--- config.mk ---
export PLATFORM = sky130hd
export DESIGN_NAME = decoder_scan_ctrl
export DESIGN_NICKNAME = d
export VERILOG_FILES = /design/src/rtl/decoder_scan_ctrl.sv
export SDC_FILE = /design/constraint.sdc
export NUM_CORES = 1
export LEC_CHECK = 0
export ABC_AREA = 1
export CAP_MARGIN = 5
export CORE_MARGIN = 3
export CORE_UTILIZATION = 55
export CTS_BUF_LIST = sky130_fd_sc_hd__clkbuf_4
export CTS_CLUSTER_DIAMETER = 120
export CTS_CLUSTER_SIZE = 16
export DETAILED_ROUTE_END_ITERATION = 8
export PLACE_DENSITY_LB_ADDON = 0.1
export SLEW_MARGIN = 40
export SYNTH_ARGS = -nofsm -noshare
export SYNTH_HDL_FRONTEND = slang
export SYNTH_SLANG_ARGS = --single-unit
export TNS_END_PERCENT = 20
--- constraint.sdc ---
create_clock -name clk -period 1.7 [get_ports clk]
set_input_delay 0.255 -clock clk [delete_from_list [all_inputs] [get_ports clk]]
set_output_delay 0.255 -clock clk [all_outputs]
set_load 0.03 [all_outputs]
--- src/rtl/decoder_scan_ctrl.sv ---
// Scan sequencer for a 4-to-16 decoder: steps address a over a latched channel
// range, inserting a fixed blanking gap before each programmable dwell window.
module decoder_scan_ctrl #(
  parameter int DWELL_W   = 16,
  parameter int BLANK_CYC = 2
) (
  input  logic               clk,
  input  logic               reset_n,
  input  logic               start,
  input  logic               stop,
  input  logic               mode,
  input  logic [3:0]         first,
  input  logic [3:0]         last,
  input  logic [DWELL_W-1:0] dwell,
  output logic [3:0]         a,
  output logic               en,
  output logic               busy,
  output logic               done,
  output logic               wrap
);

  localparam int BLK_W = (BLANK_CYC > 1) ? $clog2(BLANK_CYC) : 1;
  localparam int CNT_W = (DWELL_W > BLK_W) ? DWELL_W : BLK_W;

  localparam logic [1:0] IDLE   = 2'd0;
  localparam logic [1:0] BLANK  = 2'd1;
  localparam logic [1:0] ACTIVE = 2'd2;

  localparam logic [CNT_W-1:0]   CNT_ZERO   = CNT_W'(32'd0);
  localparam logic [CNT_W-1:0]   CNT_ONE    = CNT_W'(32'd1);
  localparam logic [CNT_W-1:0]   BLANK_LOAD = CNT_W'((BLANK_CYC > 0) ? (BLANK_CYC - 1) : 0);
  localparam logic [DWELL_W-1:0] DWELL_ZERO = DWELL_W'(32'd0);
  localparam logic [DWELL_W-1:0] DWELL_ONE  = DWELL_W'(32'd1);

  logic [1:0]         state_r, state_s;
  logic [CNT_W-1:0]   cnt_r, cnt_s;
  logic [3:0]         first_r, first_s;
  logic [3:0]         last_r, last_s;
  logic               mode_r, mode_s;
  logic [DWELL_W-1:0] dwell_r, dwell_s;
  logic [3:0]         a_r, a_s;
  logic               en_r, en_s;
  logic               busy_r, busy_s;
  logic               done_r, done_s;
  logic               wrap_r, wrap_s;
  logic [DWELL_W-1:0] dwell_eff_s;

  // Next-state, counter and output decode for the scan sequencer.
  always_comb begin
    state_s     = state_r;
    cnt_s       = cnt_r;
    first_s     = first_r;
    last_s      = last_r;
    mode_s      = mode_r;
    dwell_s     = dwell_r;
    a_s         = a_r;
    en_s        = en_r;
    busy_s      = busy_r;
    done_s      = 1'b0;
    wrap_s      = 1'b0;
    dwell_eff_s = (dwell == DWELL_ZERO) ? DWELL_ONE : dwell;

    case (state_r)
      IDLE: begin
        en_s   = 1'b0;
        busy_s = 1'b0;
        if (start && !stop) begin
          first_s = first;
          last_s  = last;
          mode_s  = mode;
          dwell_s = dwell_eff_s;
          a_s     = first;
          busy_s  = 1'b1;
          if (BLANK_CYC == 0) begin
            state_s = ACTIVE;
            en_s    = 1'b1;
            cnt_s   = CNT_W'(dwell_eff_s - DWELL_ONE);
          end else begin
            state_s = BLANK;
            cnt_s   = BLANK_LOAD;
          end
        end else begin
          state_s = IDLE;
        end
      end
      BLANK: begin
        en_s = 1'b0;
        if (cnt_r == CNT_ZERO) begin
          state_s = ACTIVE;
          en_s    = 1'b1;
          cnt_s   = CNT_W'(dwell_r - DWELL_ONE);
        end else begin
          cnt_s = cnt_r - CNT_ONE;
        end
      end
      ACTIVE: begin
        if (cnt_r != CNT_ZERO) begin
          cnt_s = cnt_r - CNT_ONE;
        end else if ((a_r == last_r) && mode_r) begin
          state_s = IDLE;
          en_s    = 1'b0;
          busy_s  = 1'b0;
          done_s  = 1'b1;
        end else begin
          // Advance (or return to first) and re-enter the blanking gap.
          if (a_r == last_r) begin
            a_s    = first_r;
            wrap_s = 1'b1;
          end else begin
            a_s = a_r + 4'd1;
          end
          if (BLANK_CYC == 0) begin
            state_s = ACTIVE;
            en_s    = 1'b1;
            cnt_s   = CNT_W'(dwell_r - DWELL_ONE);
          end else begin
            state_s = BLANK;
            en_s    = 1'b0;
            cnt_s   = BLANK_LOAD;
          end
        end
      end
      default: begin
        state_s = IDLE;
        en_s    = 1'b0;
        busy_s  = 1'b0;
        cnt_s   = CNT_ZERO;
      end
    endcase

    // Abort overrides everything, including a pending done or wrap pulse.
    if (stop && (state_r != IDLE)) begin
      state_s = IDLE;
      cnt_s   = CNT_ZERO;
      a_s     = a_r;
      en_s    = 1'b0;
      busy_s  = 1'b0;
      done_s  = 1'b0;
      wrap_s  = 1'b0;
    end else begin
      state_s = state_s;
    end
  end

  // State, latched scan parameters and registered outputs.
  always_ff @(posedge clk or negedge reset_n) begin
    if (!reset_n) begin
      state_r <= IDLE;
      cnt_r   <= CNT_ZERO;
      first_r <= 4'd0;
      last_r  <= 4'd0;
      mode_r  <= 1'b0;
      dwell_r <= DWELL_ZERO;
      a_r     <= 4'd0;
      en_r    <= 1'b0;
      busy_r  <= 1'b0;
      done_r  <= 1'b0;
      wrap_r  <= 1'b0;
    end else begin
      state_r <= state_s;
      cnt_r   <= cnt_s;
      first_r <= first_s;
      last_r  <= last_s;
      mode_r  <= mode_s;
      dwell_r <= dwell_s;
      a_r     <= a_s;
      en_r    <= en_s;
      busy_r  <= busy_s;
      done_r  <= done_s;
      wrap_r  <= wrap_s;
    end
  end

  assign a    = a_r;
  assign en   = en_r;
  assign busy = busy_r;
  assign done = done_r;
  assign wrap = wrap_r;

endmodule
# Yosys cells after proc, flatten, opt, wreduce, memory -nomap -nowiden
# Index checks and enable logic that the tools add are counted.
# totals
output_inout_bits,8
wordCells,78
regBits,51
input_bits,29
# op_classes
n_eq_ne,12
bitwise_logic,1
reduce_logical,15
add_sub_neg,3
mux,36
# op_table
cell,count
$mux 16,6
$pmux 16 s3,1
$logic_not 16->1,2
$sub 16x1->16 const B,2
$mux 1,18
$mux 4,4
$reduce_bool 16->1,1
$ne 3x3->1 const B,4
$ne 2x2->1 const B,4
$pmux 4 s2,1
$mux 2,3
$pmux 2 s3,1
$reduce_and 2->1,3
$reduce_and 5->1,1
$add 4x1->4 const B,1
$eq 4x4->1,1
$ne 4x4->1 const B,1
$reduce_bool 2->1,2
$logic_and 1x1->1,3
$pmux 1 s3,1
$reduce_and 3->1,1
$eq 2x1->1 const B,1
$eq 2x2->1 const B,1
$logic_not 2->1,1
other kinds (3),3

# Logic depth before layout (Yosys ltp)
# Gate-level depths: netlist of the first run.
# depth
ltp_word,6
ltp_mapped,11
depth_no_buf,10

# Worst setup path before layout of the first run
# No wires, ideal clock.
# synth_path
path_kind,register to register
startpoint,register a_r[0] (netlist: a[0])
endpoint,register busy_r (netlist: busy)
stages_incl_launch_ff,9
synth_period_minus_slack_ns,1.620
setup_slack_ns,0.080
path_buffers,1
t_arrival_ns,1.490
t_required_ns,1.570
cell_sequence,dfrtp_1 -> xor2_1 -> nor2_4 -> nand3_2 -> nand2_1 -> nand3_4 -> buf_6 -> nand2_1 -> nand2_1
# synth_between
elab_chain_cells,4
# synth_rtl
element,line,source
"start, declared",41,"logic [3:0] a_r, a_s;"
"start signal, assigned",166,a_r <= a_s;
$eq 4x4->1,99,end else if ((a_r == last_r) && mode_r) begin
$logic_and 1x1->1,99,
$ne 3x3->1 (no source line),n/a,
$reduce_and 3->1 (no source line),n/a,
"end signal, assigned",168,busy_r <= busy_s;
"end, declared",43,"logic busy_r, busy_s;"
# No other way between the ends.
# A chain may end at the register's enable or synchronous reset.

# Worst setup path after layout of the first run
# layout_path
startpoint,register cnt_r[11]
endpoint,register cnt_r[6]
# layout_between
elab_chain_cells,4
elab_cells_between_ends,8
cone_classes,eq/ne: 1; mux: 4; reduce/logical: 3
# layout_rtl
element,line,source
"start, declared",36,"logic [CNT_W-1:0] cnt_r, cnt_s;"
"start signal, assigned",161,cnt_r <= cnt_s;
$reduce_bool 16->1 / $logic_not 16->1 (equally long branches),"97, 88",
$mux 16 (on tied branches),"97, 88",
$pmux 16 s3,63,case (state_r)
$mux 16,132,if (stop && (state_r != IDLE)) begin
# Parallel ways exist; a longest one is shown, timed or not.

==> results.ini, run 1 <==
[power_and_ir_drop]
ir_drop_uv = 704
switchingPower_mw = 3.14
p_int_mw = 3.34
swShare_pct = 48.5
p_leak_nw = 2.09
p_clk_share_pct = 8.6
powerDensity_nw_per_um2 = 1620
seqPwrFrac_pct = 32.3
combPwrFrac_pct = 59.1
total_power_mw = 6.48

[sta]
finClkSkew_ns = 0.0256
max-slew-margin-rel_pct = 51.3
slew_violations = 0
timing.final.crit_period_ns = 1.66
fmax_mhz = 602
worst_slew_pin_slew_ns = 0.723
finalHoldViolations = 0
finalSetupTns_ns = 0
holdWs_ns = 0.384
fin_crit_sh_pct = 97.7
finalSetupViolCount = 0

[clock_tree]
cts_made_buffers = 5
htreeDepth = 2
worstSkewPairLatency_ns = 0.37
clkSinkCount = 51
cts_buffer_depth = 2
clockRootBuffer = clkbuf_4
cts_tree = built
path_clk_slew_ns = 0.14

[worst_setup_path]
crit_arrival_ns = 1.92
cp-start-kind = register
criticalPathCategory = register to register
end_kind = register
crit_fanout = 7
crit_required_ns = 1.96

[yosys]
syn-num-nets = 476
ys_seq_area_share_pct = 40.2
mappedNetlistArea_um2 = 3180
ys_types = 28
syn_inst = 444
avgSynthCellArea_um2 = 7.15
yosys_warnings = 0
ys_ff_latch = 51

[cells_and_area]
area_growth_pct = 25.7
multi_input_area_um2 = 1830
final_cell_mix = nand2_1, dfrtp_1, nor2_1
layout-drive-gt1-share_pct = 15.6
layout_commonest_cell = nand2_1
design_area_um2 = 3990
antenna_cells = 0
fillers = 469
nNetsFinal = 539
ff_latch_area_um2 = 1280
instances_no_fill = 580

[die]
rows = 27
die_x_um = 82
die_area_um2 = 6720
io_pins = 37
core_area_um2 = 5540
dieHeight_um = 82
initial_core_util_pct = 57.3

[global_route]
grt_first_pass_wirelength_um = 11500
grt_pass1_vias = 2439
antenna_found_initial = 0
grt_max_degree = 52
track_usage_pct = 22.0
grt-ovfl-total = 0

[min_path]
hp-class = input port to asynchronous set/reset pin

[route]
dr.pass1.iters = 5
drtIter0Drc = 195
drtAntennaViolNets = 0
routed-via-count = 3006
routedWlPerCell_um = 13.3
viasPerCell = 5.18
wirelength_um = 7710
drc = 0

[run]
max_cap_viol_count = 0

[place]
dp.final_hpwl_um = 5370
gp_congestion = 0.841
portBuffers = 36
dpl_cell_area_um2 = 3750
dp_cells = 564

[outcome]
outcome = complete, no violations

registers in the layout (all words and copies together), names as in the netlist:
signal and cells:
state_r 2, a 4, first_r 4, en 1
done 1, mode_r 1, dwell_r 16, busy 1
last_r 4, wrap 1, cnt_r 16
synthesized netlist by cell type:
cell type  instances  share of area (%)
nand3_1           32                5.0
inv_2              4               0.47
dfrtp_1           51                 40
a22oi_1            1               0.24
o21ai_0           19                3.0
o22ai_1            5               0.98
nand2_1          180                 21
nor2_4             8                2.8
o21ai_1            3               0.47
ha_1               3                1.2
nor4_1             2               0.39
o21bai_1           4               0.95
nand4_1            6                1.2
nand4_2            1               0.39
buf_2              2               0.32
xor2_1            14                3.9
nand3_2            2               0.63
nor3_1             1               0.16
xnor2_1           10                2.8
inv_1             37                4.4
clkbuf_1           4               0.47
nand2_2            3               0.59
nor2_1            41                4.8
nand3_4            2                1.1
buf_6              2               0.71
nor2_2             4               0.79
nand3b_1           2               0.47
a21boi_2           1               0.35
through the flow:
stage | utilization, % | setup slack, ns
2_1_floorplan | - | 0.0802
3_3_place_gp | 67.7 | 0.0432
3_5_place_dp | 67.7 | 0.0201
4_1_cts | 68.9 | 0.00423
5_1_grt | 72.1 | -0.0470
6_report | 72.1 | 0.0395
logic make-up (layout without fill, tap and decap cells):
| group | after synthesis | count (layout) | share of synthesized area [%] |
|---|---|---|---|
| and+or+nand+nor | 284 | 286 | 39.7 |
| DFF | 51 | 51 | 40.2 |
| buffers and inverters | 49 | 111 | 6.34 |
| AOI/OAI and AO/OA | 33 | 33 | 5.99 |
| xor gates and xnor gates | 24 | 24 | 6.62 |
| adders and majority gates | 3 | 3 | 1.18 |
per-layer routing:
layer | vias to the layer above | share of wire, % | GRT usage (%)
met5 | - | 0 | 0
met4 | 0 | 1.6 | 6.15
met3 | 11 | 4.6 | 3.51
met2 | 82 | 46 | 32.6
met1 | 1384 | 47 | 32.9
li1 | 1529 | - | -
power groups by stage:
stage	clock network (mW)	registers, mW	logic [mW]
3_5_place_dp	0	2.09	3.47
2_1_floorplan	0	2.10	2.42
6_report	0.555	2.09	3.83
3_3_place_gp	0	2.08	3.40
4_1_cts	0.575	2.06	3.48
5_1_grt	0.626	2.16	4.23
what timing repair did:
action	CTS	global route
endpoints found under the setup margin	16	24
pin swaps	0	6
cloned	0	2
hold endpoints to repair	51	0
resized for setup	6	33
hold buffers	1	0
setup buffers	0	5
path summary, 6_finish.rpt:
check | from | to | slack [ns] | depth (start not counted)
max in group asynchronous | reset_n | last_r[2] | 1.06 | 3
min | reset_n | cnt_r[14] | 0.38 | 3
max reg2reg | cnt_r[11] | cnt_r[6] | 0.04 | 8
max | cnt_r[11] | cnt_r[6] | 0.04 | 8
min reg2reg | mode_r | wrap | 0.50 | 1
min in group clk | last[0] | last_r[0] | 0.42 | 3
layout make-up:
class / count / area share, %
Multi-Input combinational cell: 346 / 45.7
Clock inverter: 2 / 0.313
Tap cell: 72 / 2.26
Clock buffer: 6 / 1.13
Inverter: 41 / 3.85
Sequential cell: 51 / 32.1
Timing Repair Buffer: 62 / 14.6
critical path, stage by stage (launching register included):
cell and delay (ns):
dfrtp_2 0.48, nor2_4 0.20, inv_2 0.07, nor2_4 0.16, nand3_4 0.15, nand2_4 0.16
nand3_4 0.15, nand2_1 0.12, nand2_1 0.06
No activity file was read; power rests on OpenSTA's default activity.
==> run 2, diff against run 1 <==
--- a/config.mk
+++ b/config.mk
@@ -6,9 +6,11 @@
 export NUM_CORES = 1
 export LEC_CHECK = 0
 export ABC_AREA = 1
-export CAP_MARGIN = 5
+export CELL_PAD_IN_SITES_DETAIL_PLACEMENT = 0
+export CELL_PAD_IN_SITES_GLOBAL_PLACEMENT = 1
+export CORE_ASPECT_RATIO = 1.25
 export CORE_MARGIN = 3
-export CORE_UTILIZATION = 55
+export CORE_UTILIZATION = 42
 export CTS_BUF_LIST = sky130_fd_sc_hd__clkbuf_4
 export CTS_CLUSTER_DIAMETER = 120
 export CTS_CLUSTER_SIZE = 16
==> results.ini, run 2 (same netlist as run 1, synthesis figures left out) <==
[outcome]
outcome = complete, no violations

[sta]
finClkSkew_ns = 0.0103  ; -0.0153 ns
fmax_mhz = 613  ; +1.8%
fin_ws_ns = 0.0693  ; +0.0299 ns
rsz0062_at_grt = true
fin_crit_sh_pct = 95.9  ; -1.8 points
timing.final.crit_period_ns = 1.63  ; -0.0299 ns
slew_violations = 0  ; unchanged
worst_slew_pin_slew_ns = 0.325  ; -0.398 ns
finalSetupViolCount = 0  ; unchanged
max-slew-margin-rel_pct = 78.3  ; +27 points
finalHoldViolations = 0  ; unchanged

[clock_tree]
clockRootBuffer = clkbuf_4
worstSkewPairLatency_ns = 0.36  ; about the same
cts_buffer_depth = 2  ; unchanged
htreeDepth = 2  ; unchanged
cts_tree = built
cts_made_buffers = 5  ; unchanged
clkSinkCount = 51  ; unchanged
path_clk_slew_ns = 0.15  ; about the same

[cells_and_area]
layout_commonest_cell = nand2_1
antenna_cells = 0  ; unchanged
fin_util_pct = 56.6  ; -15 points
fillers = 715  ; +52%
multi_input_area_um2 = 1790  ; -2.0%
nNetsFinal = 546  ; +1.3%
area_growth_pct = 27.3
final_cell_mix = nand2_1, dfrtp_1, nor2_1
ff_latch_area_um2 = 1280  ; -0.20%
layout-drive-gt1-share_pct = 15.4  ; -0.18 points
top_regs = cnt_r (16), dwell_r (16)

[power_and_ir_drop]
p_clk_share_pct = 8.2  ; -0.4 points
swShare_pct = 47.5  ; -1.0 points
powerDensity_nw_per_um2 = 1590  ; -1.9%
p_int_mw = 3.38  ; +1.2%
combPwrFrac_pct = 59.8  ; +0.7 points
p_leak_nw = 2.11  ; +0.98%
seqPwrFrac_pct = 32.0  ; -0.3 points
switchingPower_mw = 3.05  ; -2.7%
total_power_mw = 6.43  ; -0.68%
ir_drop_uv = 706  ; +0.35%

[worst_setup_path]
cpPeakStageDelay_ns = 0.66  ; +0.18 ns
ff2ff_setup_slack_ns = 0.10  ; +0.06 ns
cp-start-kind = register
slowest_stage = clkdlybuf4s50_1
crit_required_ns = 1.44  ; -0.52 ns
criticalPathCategory = register to output port
crit_fanout = 1  ; -6
crit_arrival_ns = 1.38  ; -0.54 ns
r2r_cells = 9  ; +1
path_delay_family = buffers and inverters
r2r_start = cnt_r[0]
path_buf_inv = 1  ; unchanged
worstPathCellList = clkdlybuf4s50_1
reg2reg_to = a[2]
end_kind = output port

[global_route]
grt_max_degree = 52  ; unchanged
grt-ovfl-total = 0  ; unchanged
antenna_found_initial = 0  ; unchanged
track_usage_pct = 18.5  ; -3.5 points
grt_first_pass_wirelength_um = 13000  ; +13%
grt_pass1_vias = 2762  ; +13%

[die]
rows = 34  ; +26%
dieHeight_um = 103  ; +26%
core_area_um2 = 7150  ; +29%
die_area_um2 = 8650  ; +29%
io_pins = 37  ; unchanged
die_x_um = 83.8  ; +2.2%
initial_core_util_pct = 44.5  ; -13 points

[route]
drtAntennaViolNets = 0  ; unchanged
dr.pass1.iters = 4  ; -1
drc = 0  ; unchanged
drtIter0Drc = 123  ; -37%
routed-via-count = 2948  ; -1.9%
viasPerCell = 4.88  ; -5.8%
wirelength_um = 7850  ; +1.8%
routedWlPerCell_um = 13.0  ; -2.2%

[place]
pre_cts_ws_ns = 0.0222  ; +0.00218 ns
dp.final_hpwl_um = 5870  ; +9.4%
portBuffers = 36  ; unchanged
gp_congestion = 0.843  ; +0.20%

[min_path]
hp-class = input port to asynchronous set/reset pin

[run]
max_cap_viol_count = 0  ; unchanged

run 2: worst max-delay path by stage:
| stage | slack [ns] | to | cells past startpoint | start |
|---|---|---|---|---|
| after floorplan | 0.08 | busy | 8 | a[0] |
| after global placement | 0.02 | cnt_r[4] | 6 | stop |
| after detailed placement | 0.02 | cnt_r[7] | 6 | stop |
| after CTS | 0.0002 | en | 1 | en |
| after global routing | -0.03 | cnt_r[10] | 11 | dwell_r[0] |
| final | 0.07 | wrap | 1 | wrap |
run 2: power groups by stage:
| stage | combinational, mW | clock, mW | sequential (mW) |
|---|---|---|---|
| floorplan | 2.42 | 0 | 2.10 |
| global placement | 3.68 | 0 | 2.07 |
| detailed placement | 3.71 | 0 | 2.08 |
| CTS | 3.72 | 0.548 | 2.06 |
| global route | 4.34 | 0.596 | 2.13 |
| finish | 3.85 | 0.526 | 2.06 |
run 2: area by class of cell:
class / instances / share of cell area, %
multi-input cells: 345 / 44.2
well taps: 90 / 2.78
clock buffers: 5 / 0.928
flip-flops and latches: 51 / 31.6
repair buffers: 70 / 16.4
clock inverters: 2 / 0.217
inverters: 41 / 3.81
run 2: per-layer routing:
metal / vias to the layer above / GRT usage [%] / routed length [um]
met2: 63 / 30.0 / 3700
met5: - / 0 / 0
met4: 0 / 7.43 / 218
met3: 18 / 3.01 / 326
li1: 1540 / - / -
met1: 1327 / 25.1 / 3610
run 2: timing repair:
item	CTS	global route
buffers inserted	0	2
hold buffers	1	0
setup endpoints to repair	5	24
gates resized for setup	5	21
pin swaps	0	3
gates cloned	0	1
hold endpoints to repair	51	0
run 2: through the flow:
| step | instances | TNS, ns | cell area [um2] | hold slack, ns |
|---|---|---|---|---|
| after floorplan | 444 | 0 | 3180 | -0.0406 |
| after global placement | 593 | 0 | 3880 | 0.274 |
| after detailed placement | 593 | 0 | 3880 | 0.272 |
| after CTS | 601 | 0 | 3940 | 0.389 |
| after global routing | 604 | -0.124 | 4040 | 0.394 |
| final | 604 | 0 | 4040 | 0.384 |
==> run 3, diff against run 2 <==
--- a/config.mk
+++ b/config.mk
@@ -13,7 +13,6 @@
 export CORE_UTILIZATION = 42
 export CTS_BUF_LIST = sky130_fd_sc_hd__clkbuf_4
 export CTS_CLUSTER_DIAMETER = 120
-export CTS_CLUSTER_SIZE = 16
 export DETAILED_ROUTE_END_ITERATION = 8
 export PLACE_DENSITY_LB_ADDON = 0.1
 export SLEW_MARGIN = 40
==> results of run 3 <==
The final DEF is identical to that of run 2; final timing and power are the same.
